<file path="config.mk">
export PLATFORM = sky130hd
export DESIGN_NAME = zx_video_gen
export DESIGN_NICKNAME = d
export VERILOG_FILES = /design/src/rtl/zx_video_pkg.sv /design/src/rtl/zx_video_gen_palette.sv /design/src/rtl/zx_video_gen.sv
export SDC_FILE = /design/constraint.sdc
export NUM_CORES = 1
export LEC_CHECK = 0
export BUFFER_PORTS_ARGS = -buffer_cell sky130_fd_sc_hd__buf_2
export CORE_MARGIN = 2
export CORE_UTILIZATION = 45
export CTS_BUF_LIST = sky130_fd_sc_hd__clkbuf_16
export DETAILED_ROUTE_END_ITERATION = 12
export HOLD_SLACK_MARGIN = 0.12
export PLACE_DENSITY = 0.69
export SLEW_MARGIN = 20
export SYNTH_ARGS = -nofsm -noshare
export SYNTH_HDL_FRONTEND = slang
export SYNTH_SLANG_ARGS = --single-unit
</file>
<file path="constraint.sdc">
create_clock -name clk_sys -period 1.9 [get_ports clk_sys]
set_input_delay 0.285 -clock clk_sys [delete_from_list [all_inputs] [get_ports clk_sys]]
set_output_delay 0.285 -clock clk_sys [all_outputs]
set_load 0.01 [all_outputs]
</file>
<file path="src/rtl/zx_video_pkg.sv">
// Timing constants and colour type shared by the ZX raster generator.
package zx_video_pkg;

  localparam logic [8:0] LEN48    = 9'd448;
  localparam logic [8:0] LINES48  = 9'd312;
  localparam logic [8:0] LEN128   = 9'd456;
  localparam logic [8:0] LINES128 = 9'd311;

  localparam logic [8:0] HBLANK_START = 9'd320;
  localparam logic [8:0] HBLANK_END   = 9'd415;
  localparam logic [8:0] HSYNC_START  = 9'd344;
  localparam logic [8:0] HSYNC_END    = 9'd375;
  localparam logic [8:0] VBLANK_START = 9'd248;
  localparam logic [8:0] VBLANK_END   = 9'd255;
  localparam logic [8:0] VSYNC_START  = 9'd248;
  localparam logic [8:0] VSYNC_END    = 9'd251;
  localparam logic [8:0] INT_LINE     = 9'd248;
  localparam logic [8:0] INT_LEN      = 9'd64;

  localparam logic [8:0] PAPER_W = 9'd256;
  localparam logic [8:0] PAPER_H = 9'd192;

  typedef logic [2:0] zx_colour_t;

endpackage

</file>
<file path="src/rtl/zx_video_gen_palette.sv">
// ULAplus 64-entry palette: GGGRRRBB entries written on clk_sys, read
// combinationally and widened to 6 bits per component.
module zx_palette (
  input  logic       clk_sys,
  input  logic       we,
  input  logic [5:0] waddr,
  input  logic [7:0] wdata,
  input  logic [5:0] raddr,
  output logic [5:0] r,
  output logic [5:0] g,
  output logic [5:0] b
);

  // No reset: palette contents survive a video reset.
  logic [7:0] mem [64];
  logic [7:0] entry;

  always_ff @(posedge clk_sys) begin
    if (we) mem[waddr] <= wdata;
  end

  assign entry = mem[raddr];
  assign g = {entry[7:5], entry[7:5]};
  assign r = {entry[4:2], entry[4:2]};
  assign b = {entry[1:0], entry[1:0], entry[1:0]};

endmodule

</file>
<file path="src/rtl/zx_video_gen.sv">
// Spectrum ULA-style raster generator: counters, VRAM fetch, pixel shifter,
// flash/bright/border colour, syncs and frame interrupt. ULAPLUS_EN adds the palette.
module zx_video_gen
  import zx_video_pkg::*;
#(
  parameter logic [5:0] NORM_LVL   = 6'd40,
  parameter logic [5:0] BRIGHT_LVL = 6'd63
) (
  input  logic        clk_sys,
  input  logic        reset,
  input  logic        ce_pix,
  input  logic        mode_128,
  input  logic [2:0]  border,
  output logic [13:0] vram_addr,
  input  logic [7:0]  vram_data,
  input  logic        pal_we,
  input  logic [5:0]  pal_addr,
  input  logic [7:0]  pal_data,
  input  logic        pal_enable,
  output logic [5:0]  R,
  output logic [5:0]  G,
  output logic [5:0]  B,
  output logic        HSync,
  output logic        VSync,
  output logic        line_start,
  output logic        int_n
);

  logic [8:0] hc, vc, hc_last, vc_last;
  logic       mode_r;
  logic [4:0] flash_cnt;
  logic [7:0] bitmap_lat, attr_lat, shift_r, attr_r;
  zx_colour_t border_r;

  logic       hc_wrap, vc_wrap, fetch, paper, hblank, vblank, pix_on;
  zx_colour_t col;
  logic       bright;
  logic [5:0] lvl, r_std, g_std, b_std, r_nxt, g_nxt, b_nxt;

  // Frame geometry only changes at the frame wrap, via mode_r.
  assign hc_last = mode_r ? LEN128 - 9'd1 : LEN48 - 9'd1;
  assign vc_last = mode_r ? LINES128 - 9'd1 : LINES48 - 9'd1;
  assign hc_wrap = (hc == hc_last);
  assign vc_wrap = (vc == vc_last);

  assign fetch  = (vc < PAPER_H) && (hc < PAPER_W);
  assign paper  = (vc < PAPER_H) && (hc >= 9'd8) && (hc < PAPER_W + 9'd8);
  assign hblank = (hc >= HBLANK_START) && (hc <= HBLANK_END);
  assign vblank = (vc >= VBLANK_START) && (vc <= VBLANK_END);
  assign pix_on = shift_r[7] ^ (flash_cnt[4] & attr_r[7]);

  always_comb begin
    col    = border_r;
    bright = 1'b0;
    if (paper) begin
      col    = pix_on ? attr_r[2:0] : attr_r[5:3];
      bright = attr_r[6];
    end
    lvl   = bright ? BRIGHT_LVL : NORM_LVL;
    r_std = col[1] ? lvl : 6'd0;
    g_std = col[2] ? lvl : 6'd0;
    b_std = col[0] ? lvl : 6'd0;
  end

`ifdef ULAPLUS_EN
  logic [5:0] pal_idx, pal_r, pal_g, pal_b;

  // Flash is ignored in palette mode; paper entries sit in the upper 8 of each 16.
  assign pal_idx = paper ? {attr_r[7:6], ~shift_r[7], shift_r[7] ? attr_r[2:0] : attr_r[5:3]}
                         : {3'b001, border_r};

  zx_palette u_palette (
    .clk_sys (clk_sys),
    .we      (pal_we),
    .waddr   (pal_addr),
    .wdata   (pal_data),
    .raddr   (pal_idx),
    .r       (pal_r),
    .g       (pal_g),
    .b       (pal_b)
  );

  assign r_nxt = pal_enable ? pal_r : r_std;
  assign g_nxt = pal_enable ? pal_g : g_std;
  assign b_nxt = pal_enable ? pal_b : b_std;
`else
  logic unused_pal;
  assign unused_pal = ^{pal_we, pal_addr, pal_data, pal_enable};
  assign r_nxt = r_std;
  assign g_nxt = g_std;
  assign b_nxt = b_std;
`endif

  always_ff @(posedge clk_sys) begin
    if (reset) begin
      hc         <= '0;
      vc         <= '0;
      mode_r     <= mode_128;
      flash_cnt  <= '0;
      bitmap_lat <= '0;
      attr_lat   <= '0;
      shift_r    <= '0;
      attr_r     <= '0;
      border_r   <= '0;
      vram_addr  <= '0;
      R          <= '0;
      G          <= '0;
      B          <= '0;
      HSync      <= 1'b0;
      VSync      <= 1'b0;
      line_start <= 1'b0;
      int_n      <= 1'b1;
    end else if (ce_pix) begin
      if (hc_wrap) begin
        hc <= '0;
        if (vc_wrap) begin
          vc        <= '0;
          mode_r    <= mode_128;
          flash_cnt <= flash_cnt + 5'd1;
        end else begin
          vc <= vc + 9'd1;
        end
      end else begin
        hc <= hc + 9'd1;
      end

      if (fetch) begin
        case (hc[2:0])
          3'd0: vram_addr <= {1'b0, vc[7:6], vc[2:0], vc[5:3], hc[7:3]};
          3'd2: begin
            bitmap_lat <= vram_data;
            vram_addr  <= {4'b0110, vc[7:3], hc[7:3]};
          end
          3'd4: attr_lat <= vram_data;
          default: ;
        endcase
      end

      // The last pixel of a group still leaves from shift_r[7] as the next group loads.
      if (hc[2:0] == 3'd7) begin
        shift_r  <= bitmap_lat;
        attr_r   <= attr_lat;
        border_r <= border;
      end else begin
        shift_r <= {shift_r[6:0], 1'b0};
      end

      R          <= (hblank || vblank) ? 6'd0 : r_nxt;
      G          <= (hblank || vblank) ? 6'd0 : g_nxt;
      B          <= (hblank || vblank) ? 6'd0 : b_nxt;
      line_start <= hblank;
      HSync      <= (hc >= HSYNC_START) && (hc <= HSYNC_END);
      VSync      <= (vc >= VSYNC_START) && (vc <= VSYNC_END);
      int_n      <= !((vc == INT_LINE) && (hc < INT_LEN));
    end
  end

endmodule

</file>
* Yosys cells after proc, flatten, opt, wreduce, memory -nomap -nowiden
Index checks and enable logic that the tools add are counted.
** Storage, ports and cells
- Flip-flop bits (word level) :: 95
- Input port bits :: 31
- Output and inout bits :: 36
- Logic and storage cells :: 82
** Operators by class
- $add $sub $neg :: 3
- Order comparisons :: 12
- Equality and inequality tests :: 6
- Multiplexer cells :: 20
- Bitwise logic cells :: 2
- Reductions and logical operators :: 22
** Operator list (count)
- $mux W6 :: 6
- $pmux W14 S2 :: 1
- $add A9 B1 Y9 const B :: 2
- $eq A9 B9 Y1 :: 2
- $ge A9 B9 Y1 const B :: 2
- $le A9 B8 Y1 const B :: 2
- $le A9 B9 Y1 const B :: 2
- $lt A9 B9 Y1 const B :: 2
- $mux W9 :: 2
- $reduce_and A3 Y1 :: 5
- $eq A9 B8 Y1 const B :: 1
- $ge A9 B4 Y1 const B :: 1
- $ge A9 B8 Y1 const B :: 1
- $lt A9 B7 Y1 const B :: 1
- $lt A9 B8 Y1 const B :: 1
- $logic_and A1 B1 Y1 :: 8
- $mux W8 :: 1
- $reduce_bool A2 Y1 :: 4
- $mux W7 :: 1
- $eq A3 B3 Y1 const B :: 2
- $mux W1 :: 6
- $mux W3 :: 2
- $add A5 B1 Y5 const B :: 1
- $mux W5 :: 1
- 7 further kinds :: 8

* Logic depth before layout (Yosys ltp)
Gate-level depths: netlist of run 1.
- Word-level depth :: 7
- Mapped depth :: 8

* Least setup slack after synthesis of run 1
Ideal clock, no wire load.
- Path type :: register to register
- Start :: reg hc[1]
- End :: reg mode_r, enable pin
- Arrival :: 1598 ps
- Required time :: 1600 ps
- Slack :: 2 ps
- Cell stages (with the launch flop) :: 7
- Buffers on the path :: 1
- Clock period less this slack :: 1898 ps
- Path through :: dfxtp_1 ha_1 and3_1 nand2_1 nor3_2 or2_1 buf_2
** On the way
- Cells in the longest elaborated chain, start to end :: 3
** Ends and longest elaborated chain
- start, declared :: line zx_video_gen.sv:29 : logic [8:0] hc, vc, hc_last, vc_last;
- start signal, assigned :: line zx_video_gen.sv:124 : hc <= hc + 9'd1;
- $eq A9 B9 Y1 :: line zx_video_gen.sv:43 : assign hc_wrap = (hc == hc_last);
- $reduce_bool A2 Y1 (no source line)
- $reduce_and A3 Y1 (no source line)
- end signal, assigned :: line zx_video_gen.sv:98 : mode_r <= mode_128;
- end signal, assigned :: line zx_video_gen.sv:118 : mode_r <= mode_128;
- end, declared :: line zx_video_gen.sv:30 : logic mode_r;
Every way passes these cells.
A chain may end at the register's enable or synchronous reset.

* Worst setup path after layout of run 1
- Start :: reg vc[7]
- End :: reg vram_addr[12]
** On the way
- Cells in the longest elaborated chain, start to end :: 3
- Elaborated cells between the ends (all ways) :: 4
- Classes of those cells :: 1 x order compare; 1 x mux; 2 x reduce/logical
** Ends and longest elaborated chain
- start, declared :: line zx_video_gen.sv:29
- start signal, assigned :: line zx_video_gen.sv:121 : vc <= vc + 9'd1;
- $lt A9 B8 Y1 :: line zx_video_gen.sv:46 : assign fetch = (vc < PAPER_H) && (hc < PAPER_W);
- $logic_and A1 B1 Y1 :: line zx_video_gen.sv:46
- $reduce_and A3 Y1 (no source line)
- end signal, assigned :: line zx_video_gen.sv:129 : 3'd0: vram_addr <= {1'b0, vc[7:6], vc[2:0], vc[5:3], hc[7:3]};
- end signal, assigned :: line zx_video_gen.sv:132 : vram_addr <= {4'b0110, vc[7:3], hc[7:3]};
- end, declared :: line zx_video_gen.sv:14 : output logic [13:0] vram_addr,
Several ways; a longest one is shown, not always the timed one. The select of a mux whose other input is x is not followed.

==> results of run 1 <==
cells by family (layout without fill, tap and decap cells):
kind of cell	after synthesis	in the layout	share of synthesized area [%]
AOI/OAI and AO/OA	63	63	10.2
and+or+nand+nor	188	188	24.8
other	1	1	0.0998
muxes	27	27	7.39
buffers and inverters	43	97	6.46
DFF	82	82	44.0
xor gates and xnor gates	19	19	4.43
adders and majority gates	8	8	2.66
power by group through the flow:
stage,logic [mW],clock network (mW),registers [mW]
finish,0.209,1.65,1.77
global route,0.236,1.75,1.78
floorplan,0.136,0,1.81
global placement,0.202,0,1.81
CTS,0.211,1.68,1.77
detailed placement,0.207,0,1.81
metal layers:
metal	vias up	share of wire, %
li1	1554	-
met1	1417	45
met2	49	50
met3	11	3.8
met4	0	1.6
met5	-	0
flip-flops by register name (all words and copies together), names as in the netlist, 2 cells and up:
signal / flops
vram_addr: 13
vc: 9
border_r: 3
flash_cnt: 5
bitmap_lat: 8
B: 2
shift_r: 8
attr_r: 8
G: 2
hc: 9
attr_lat: 8
R: 2
layout by cell type (no fill, tap or decap), types with 2 or more instances in the layout:
cell and n:
xor2_1 6, clkbuf_16 9, nand4_1 2, nand3_1 23, nor4_2 3, mux2i_1 23, or2_1 3, xnor2_1 13
o21ai_1 7, nor2_1 54, nand2_1 69, inv_1 5, dfxtp_1 80, nand3b_1 3, ha_1 8, nor3_1 2
inv_6 3, and3_1 4, nor4b_2 5, buf_2 49, buf_4 26, a211oi_1 9, nand2b_1 4, and2_1 3
mux2_2 3, a41oi_1 2, a21oi_1 36
per-stage QoR:
| stage | utilization (%) | total power [mW] |
|---|---|---|
| 6_report | 54.2 | 3.63 |
| 5_1_grt | 54.2 | 3.76 |
| 4_1_cts | 54.1 | 3.66 |
| 3_5_place_dp | 50.5 | 2.02 |
| 3_3_place_gp | 50.5 | 2.01 |
| 2_1_floorplan | - | 1.95 |
area by class of cell:
class,count,area [um2]
fill,756,3730
multi-input combinational,306,1870
sequential,82,1650
timing repair buffer,76,450
clock buffer,9,225
tap,105,131
clock inverter,7,58.8
inverter,5,18.8
worst paths after layout:
check	endpoint	slack, ns	cells past startpoint
worst max-delay path	vram_addr[12]$_SDFFE_PP0P_	0.10	5
worst max register to register	vram_addr[12]$_SDFFE_PP0P_	0.10	5
worst min register to register	vram_addr[10]$_SDFFE_PP0P_	0.45	2
worst min-delay path	border_r[1]$_SDFFE_PP0P_	0.19	3
timing repair:
| item | 4_1_cts | 5_1_grt |
|---|---|---|
| resized for setup | 0 | 3 |
| hold endpoints to repair | 1 | 0 |
| setup endpoints to repair | 0 | 23 |
| hold buffers | 1 | 0 |
worst min-delay path, stage by stage:
cell and delay, ns:
buf_2 0.10, nand2_1 0.05, a21oi_1 0.05
==> impl_metrics.ini, run 1 <==
[status]
outcome = completed

[job]
cap_violations = 0

[synth]
netlist_instances = 431
synth_fp_nets = 470
syn_area_per_cell_um2 = 8.72
ys_async_sr_fraction_pct = 0
synth_seq_cells = 82
synth.yosys.seq_area_share_pct = 44.0
ys_warn_count = 0
syn_area_um2 = 3760
synth.most_common_cell = dfxtp_1
synthTopCellsByArea = dfxtp_1 (43%), nand2_1 (7.0%), mux2i_1 (6.1%), nor2_1 (5.4%), a21oi_1 (4.8%)
synthTopCellsByCount = dfxtp_1 (81), nand2_1 (70), nor2_1 (54), a21oi_1 (36)
yosysUniqueCellTypes = 51
ys.flop_type = dfxtp_1
synth_area_leader_cell = dfxtp_1
synth_top_area_share_pct = 43.2
synth_edf_count = 1

[timing]
grt_setup_unrepaired = yes
tightest_slew_ns = 0.743
slew_headroom_pct = 50.1
hold_violations = 0
tns_ns = 0
holdWs_ns = 0.190
max_freq_ghz = 0.556
slew_violations = 0
fin_crit_ns = 1.80
period_share_pct = 94.6
finalSetupViolCount = 0
setup_ws_ns = 0.103
skew_ns = 0.00684

[routing]
via_per_inst = 5.14
via_count = 3031
wl_per_cell_um = 13.5
detail-route-antenna-nets = 0
drt_iter0_markers = 108
drcViolationCount = 0
firstDrtPassIters = 4
drt-total-wl_um = 7970

[worst_setup_path]
arrival_ns = 2.00
crit_path_end_kind = flop
slowest_delay_ns = 0.40
critPathTopFamily = compound AO/OA/AOI/OAI gates
criticalPathCategory = flop to flop
crit_chain = a211o_1 -> nor3b_2 -> o21ai_1 -> nor3_1 -> nor3_1
cp.required_ns = 2.11
startpoint = vc[7]$_SDFFE_PP0P_
crit_buf_inv = 0
path_max_fanout = 10
crit_top_cell = nor3_1
r2r_start = vc[7]$_SDFFE_PP0P_
cp-start-kind = flop
cpMaxStageDelayCell = dfxtp_1

[floorplan]
num_rows = 33
ios = 67
die_y_um = 95.4
start_util_pct = 46.2
core-area_um2 = 8130
dieArea_um2 = 9100
die_w_um = 95.4

[place]
port_buffers = 49
gp_congestion = 0.870
dp_slack_ns = 0.0817
dp_hpwl_um = 5780
post_dp_cell_area_um2 = 4110
dp_cells = 573

[cts]
clock_latency_ns = 0.34
tritoncts = done
cts_buffer_depth = 2
cts_setup_buffers = 0
htree_levels = 3
clk_pin_slew_ns = 0.07
clock_tree.root_cell = clkbuf_16
numCtsBuffers = 9
clkSinkCount = 82

[global_route]
met2_usage_pct = 33.5
grt.total_usage_pct = 18.9
grt.met1_usage_pct = 22.0
grt_use_met3_pct = 4.90
grt_pass1_wl_um = 13400
antenna_found_initial = 0
busiest_layer = met2
first_global_vias = 2958
grt_max_degree = 26
grt_overflow = 0

[final_layout]
synthToLayoutAreaGrowth_pct = 17.2
drive_above_1_share_pct = 23.3
antenna-diode-count = 0
nets = 519
fin_cells = 590
postLayoutCellArea_um2 = 4410

[hold_path]
hp-class = input port to flop
worst_hold_startpoint = border[1]

[power]
switching_share_pct = 24.5
internal_power_mw = 2.74
power_frac_seq_pct = 48.8
p_per_area_nw_per_um2 = 824
p_comb_share_pct = 5.8
clock_power_share_pct = 45.4
p_switching_mw = 0.891
peakVddDrop_mv = 0.503
p_leak_nw = 1.69
Power figures use the tool's default switching activity.
==> inputs of run 2 (changes only) <==
--- a/config.mk
+++ b/config.mk
@@ -11,7 +11,7 @@
 export CTS_BUF_LIST = sky130_fd_sc_hd__clkbuf_16
 export DETAILED_ROUTE_END_ITERATION = 12
 export HOLD_SLACK_MARGIN = 0.12
-export PLACE_DENSITY = 0.69
+export PLACE_DENSITY = 0.68
 export SLEW_MARGIN = 20
 export SYNTH_ARGS = -nofsm -noshare
 export SYNTH_HDL_FRONTEND = slang
==> run 2 against run 1 <==
Net effect:
- global-route usage down 0.17 points
- sequential cell count did not move
- clock skew fell by 0.00055 ns
- sequential power barely moved
- power is 5.5% higher
- highest routed layer unchanged
- critical path type unchanged
- largest cell class unchanged
==> impl_metrics.ini, run 2 (same netlist as run 1, synthesis figures left out) <==
[status]
outcome = completed

[cts]
clock_tree.root_cell = clkbuf_16
htree_levels = 3
clkSinkCount = 82
clock_latency_ns = 0.33
cts_buffer_depth = 2
numCtsBuffers = 9
clk_pin_slew_ns = 0.06
tritoncts = done

[floorplan]
dieArea_um2 = 9100
ios = 67
die_y_um = 95.4
num_rows = 33
die_w_um = 95.4
start_util_pct = 46.2
core-area_um2 = 8130

[worst_setup_path]
path_max_fanout = 6
criticalPathCategory = flop to flop
cp-start-kind = flop
arrival_ns = 2.06
crit_path_end_kind = flop
cp.required_ns = 2.17

[global_route]
grt_overflow = 0
antenna_found_initial = 0
first_global_vias = 2816
grt.total_usage_pct = 18.7
grt_max_degree = 26
grt_pass1_wl_um = 13200

[final_layout]
antenna-diode-count = 0
synthToLayoutAreaGrowth_pct = 19.7
postLayoutCoreUtil_pct = 55.3
layout_common_cells = dfxtp_1 (81), nand2_1 (69), nor2_1 (53), buf_2 (49), a21oi_1 (36)
nets = 522
largest_register_ffs = 13
drive_above_1_share_pct = 24.0
reg_top3 = vram_addr: 13 flops, hc: 9 flops, vc: 9 flops
largest-register = vram_addr
final_common_cell = dfxtp_1

[timing]
max_freq_ghz = 0.558
finalSetupViolCount = 0
grt_setup_unrepaired = no
period_share_pct = 94.3
slew_violations = 0
skew_ns = 0.00629
hold_violations = 0
tns_ns = 0
fin_crit_ns = 1.79

[routing]
drt-total-wl_um = 7990
detail-route-antenna-nets = 0
firstDrtPassIters = 4
drcViolationCount = 0
drt_iter0_markers = 90
wl_per_cell_um = 13.5
via_count = 3055
via_per_inst = 5.15

[place]
dp_hpwl_um = 5820
port_buffers = 49
gp_congestion = 0.853

[power]
internal_power_mw = 2.99
p_switching_mw = 0.839
p_comb_share_pct = 5.9
clock_power_share_pct = 47.9
peakVddDrop_mv = 0.553
p_total_mw = 3.83
power_frac_seq_pct = 46.2
p_leak_nw = 1.74
switching_share_pct = 21.9
p_per_area_nw_per_um2 = 852

[job]
cap_violations = 0

[hold_path]
hp-class = input port to flop
-- run 2: changes by cell type in the layout (fill, tap and decap cells not counted), sizes merged --
cell / change
buf: +3
bufinv: +2
clkinv: -1
inv: -1
-- run 2: routing by layer --
metal  GRT usage, %  part of all wire, %  up-vias
met5              0                    0        -
met4           5.95                  1.3        0
met3           5.30                  4.5       10
met2           32.7                   51       60
met1           22.0                   43     1425
li1               -                    -     1560
-- run 2: power groups by stage --
stage / sequential [mW] / clock (mW) / combinational (mW)
CTS: 1.77 / 1.88 / 0.217
floorplan: 1.81 / 0 / 0.136
global route: 1.77 / 1.94 / 0.253
finish: 1.77 / 1.84 / 0.224
detailed placement: 1.81 / 0 / 0.213
global placement: 1.81 / 0 / 0.209
-- run 2: what timing repair did --
action,4_1_cts,5_1_grt
hold buffers,1,0
setup endpoints to repair,0,16
resized for setup,0,9
endpoints found under the hold margin,1,0
buffers inserted,0,2
-- run 2: metrics by stage --
stage	cells	hold slack [ns]	cell area, um2	setup WS (ns)
6_report	593	0.191	4500	0.109
5_1_grt	593	0.189	4500	0.00564
4_1_cts	591	0.184	4440	0.0422
3_5_place_dp	574	0.446	4110	0.0688
3_3_place_gp	574	0.440	4110	0.115
2_1_floorplan	431	0.384	3760	0.00185
-- run 2: final timing paths --
| kind | start | end | slack (ns) | depth (start not counted) |
|---|---|---|---|---|
| max reg2reg | vc[5]$_SDFFE_PP0P_ | R[3]$_SDFFE_PP0P_ | 0.11 | 8 |
| min reg2reg | attr_r[3]$_SDFFE_PP0P_ | attr_r[3]$_SDFFE_PP0P_ | 0.45 | 2 |
| max | vc[5]$_SDFFE_PP0P_ | R[3]$_SDFFE_PP0P_ | 0.11 | 8 |
| min | border[1] | border_r[1]$_SDFFE_PP0P_ | 0.19 | 3 |
-- run 2: final cells by class --
type                    count  area [um2]
clock buffers               9         225
clock inverters             7        92.6
fillers                   731        3630
repair buffers             79         473
well taps                 105         131
inverters                   5        18.8
flip-flops and latches     82        1650
multi-input cells         306        1910
-- run 2: critical path, stage by stage, from the launching register on --
cell and delay [ns]:
dfxtp_1 0.35, and3_1 0.24, nand3_1 0.14, nor2_1 0.07, ha_1 0.17, a21oi_1 0.12, a21oi_1 0.08, or3_4 0.42
o21ai_1 0.15
==> inputs of run 3 (changes only) <==
--- a/config.mk
+++ b/config.mk
@@ -11,7 +11,7 @@
 export CTS_BUF_LIST = sky130_fd_sc_hd__clkbuf_16
 export DETAILED_ROUTE_END_ITERATION = 12
 export HOLD_SLACK_MARGIN = 0.12
-export PLACE_DENSITY = 0.68
+export PLACE_DENSITY = 0.66
 export SLEW_MARGIN = 20
 export SYNTH_ARGS = -nofsm -noshare
 export SYNTH_HDL_FRONTEND = slang
==> constraint.sdc (replaced) <==
create_clock -name clk_sys -period 1.8 [get_ports clk_sys]
set_input_delay 0.27 -clock clk_sys [delete_from_list [all_inputs] [get_ports clk_sys]]
set_output_delay 0.27 -clock clk_sys [all_outputs]
set_load 0.01 [all_outputs]
==> run 3 against run 2 <==
Net effect:
- via count grew 1.9%
- sequential power is 6% higher
- maximum frequency grew 3.5%
==> impl_metrics.ini, run 3 (same netlist as run 1, synthesis figures left out) <==
[worst_setup_path]
endpoint = flash_cnt[4]$_SDFFE_PP0P_
r2r-end = flash_cnt[4]$_SDFFE_PP0P_
cp-start-kind = flop
crit_buf_inv = 1
path_max_fanout = 6
r2r_start = vc[6]$_SDFFE_PP0P_
criticalPathCategory = flop to flop
crit_path_end_kind = flop
path_depth = 6
r2r_cells = 6
slowest_delay_ns = 0.38
startpoint = vc[6]$_SDFFE_PP0P_
cp.required_ns = 2.03
rrSetupSlack_ns = 0.07
crit_chain = nor4bb_2 -> nand3_2 -> buf_4 -> nor4_2 -> xnor2_1 -> nor2_1
arrival_ns = 1.96
critPathTopFamily = simple AND/OR/NAND/NOR gates
cpMaxStageDelayCell = dfxtp_1

[hold_path]
hp-class = input port to flop

[timing]
period_share_pct = 96.2
skew_ns = 0.00964
fin_crit_ns = 1.73
max_freq_ghz = 0.578
grt_setup_unrepaired = yes
tns_ns = 0
setup_ws_ns = 0.0689
slew_violations = 0
finalSetupViolCount = 0
hold_violations = 0

[place]
dp_slack_ns = 0.0158
port_buffers = 49
dp_hpwl_um = 6210
post_dp_cell_area_um2 = 4240
gp_congestion = 0.859

[floorplan]
start_util_pct = 46.2
core-area_um2 = 8130
die_w_um = 95.4
dieArea_um2 = 9100
die_y_um = 95.4
num_rows = 33
ios = 67

[routing]
via_count = 3113
drt_iter0_markers = 91
detail-route-antenna-nets = 0
wl_per_cell_um = 13.9
drcViolationCount = 0
firstDrtPassIters = 4
drt-total-wl_um = 8520
via_per_inst = 5.09

[power]
peakVddDrop_mv = 0.477
p_leak_nw = 1.89
p_per_area_nw_per_um2 = 830
p_total_mw = 3.92

[cts]
cts_buffer_depth = 2
numCtsBuffers = 9
clock_tree.root_cell = clkbuf_16
clock_latency_ns = 0.34
tritoncts = done
clk_pin_slew_ns = 0.07
clkSinkCount = 82
htree_levels = 3

[final_layout]
nets = 540
reg_top3 = vram_addr: 13 flops, hc: 9 flops, vc: 9 flops
largest-register = vram_addr
largest_register_ffs = 13
final_common_cell = dfxtp_1
antenna-diode-count = 0
postLayoutCellArea_um2 = 4720
fill_cells = 710
layout_common_cells = dfxtp_1 (73), nand2_1 (69), nor2_1 (54), buf_2 (49), buf_4 (43)
drive_above_1_share_pct = 28.7
synthToLayoutAreaGrowth_pct = 25.6

[global_route]
first_global_vias = 2872
grt_max_degree = 31
antenna_found_initial = 0
grt_pass1_wl_um = 13600
grt_overflow = 0
grt.total_usage_pct = 19.5

[job]
cap_violations = 0

[status]
outcome = completed
[run 3: tightest hold or removal path, stage by stage]
cell and delay [ns]:
buf_2 0.10, nand2_1 0.05, a21oi_1 0.05
[run 3: final cells by class]
class                   instances  area (um2)  share of cell area, %
clock buffers                   9         225                   4.77
clock inverters                 7        70.1                   1.48
inverters                       5        18.8                  0.398
multi-input cells             307        1970                   41.7
flip-flops and latches         82        1670                   35.3
well taps                     105         131                   2.78
repair buffers                 96         638                   13.5
[run 3: how the worst min path moves through the flow]
| stage | startpoint | to | slack (ns) | cells after the start |
|---|---|---|---|---|
| 6_report | border[2] | border_r[2]$_SDFFE_PP0P_ | 0.16 | 3 |
| 5_1_grt | border[0] | border_r[0]$_SDFFE_PP0P_ | 0.16 | 3 |
| 4_1_cts | border[2] | border_r[2]$_SDFFE_PP0P_ | 0.16 | 3 |
| 3_5_place_dp | HSync$_SDFFE_PP0P_ | HSync$_SDFFE_PP0P_ | 0.45 | 2 |
| 3_3_place_gp | attr_lat[7]$_SDFFE_PP0P_ | attr_r[7]$_SDFFE_PP0P_ | 0.43 | 2 |
| 2_1_floorplan | mode_128 | mode_r$_DFFE_PP_ | 0.37 | 0 |
[run 3: per-layer routing]
layer | GRT usage [%] | vias to the layer above | wire [um]
li1 | - | 1599 | -
met3 | 4.19 | 13 | 343
met4 | 8.45 | 0 | 148
met2 | 32.0 | 56 | 4030
met1 | 24.7 | 1445 | 4000
met5 | 0 | - | 0
[run 3: repair_timing]
| item | CTS | global route |
|---|---|---|
| endpoints found under the hold margin | 1 | 0 |
| gates resized for setup | 0 | 22 |
| endpoints found under the setup margin | 0 | 29 |
| setup buffers | 0 | 6 |
| hold buffers | 1 | 0 |
[run 3: metrics by stage]
stage | instances | hold WS (ns) | utilization, %
5_1_grt | 611 | 0.156 | 58.0
6_report | 611 | 0.164 | 58.0
3_5_place_dp | 587 | 0.446 | 52.1
2_1_floorplan | 431 | 0.369 | -
3_3_place_gp | 587 | 0.434 | 52.1
4_1_cts | 604 | 0.158 | 55.9
[run 3: power breakdown]
part	total, mW	internal, mW	switching, mW
registers	1.87	1.85	0.0215
logic	0.263	0.112	0.152
clock network	1.79	0.970	0.816
total	3.92	2.93	0.989
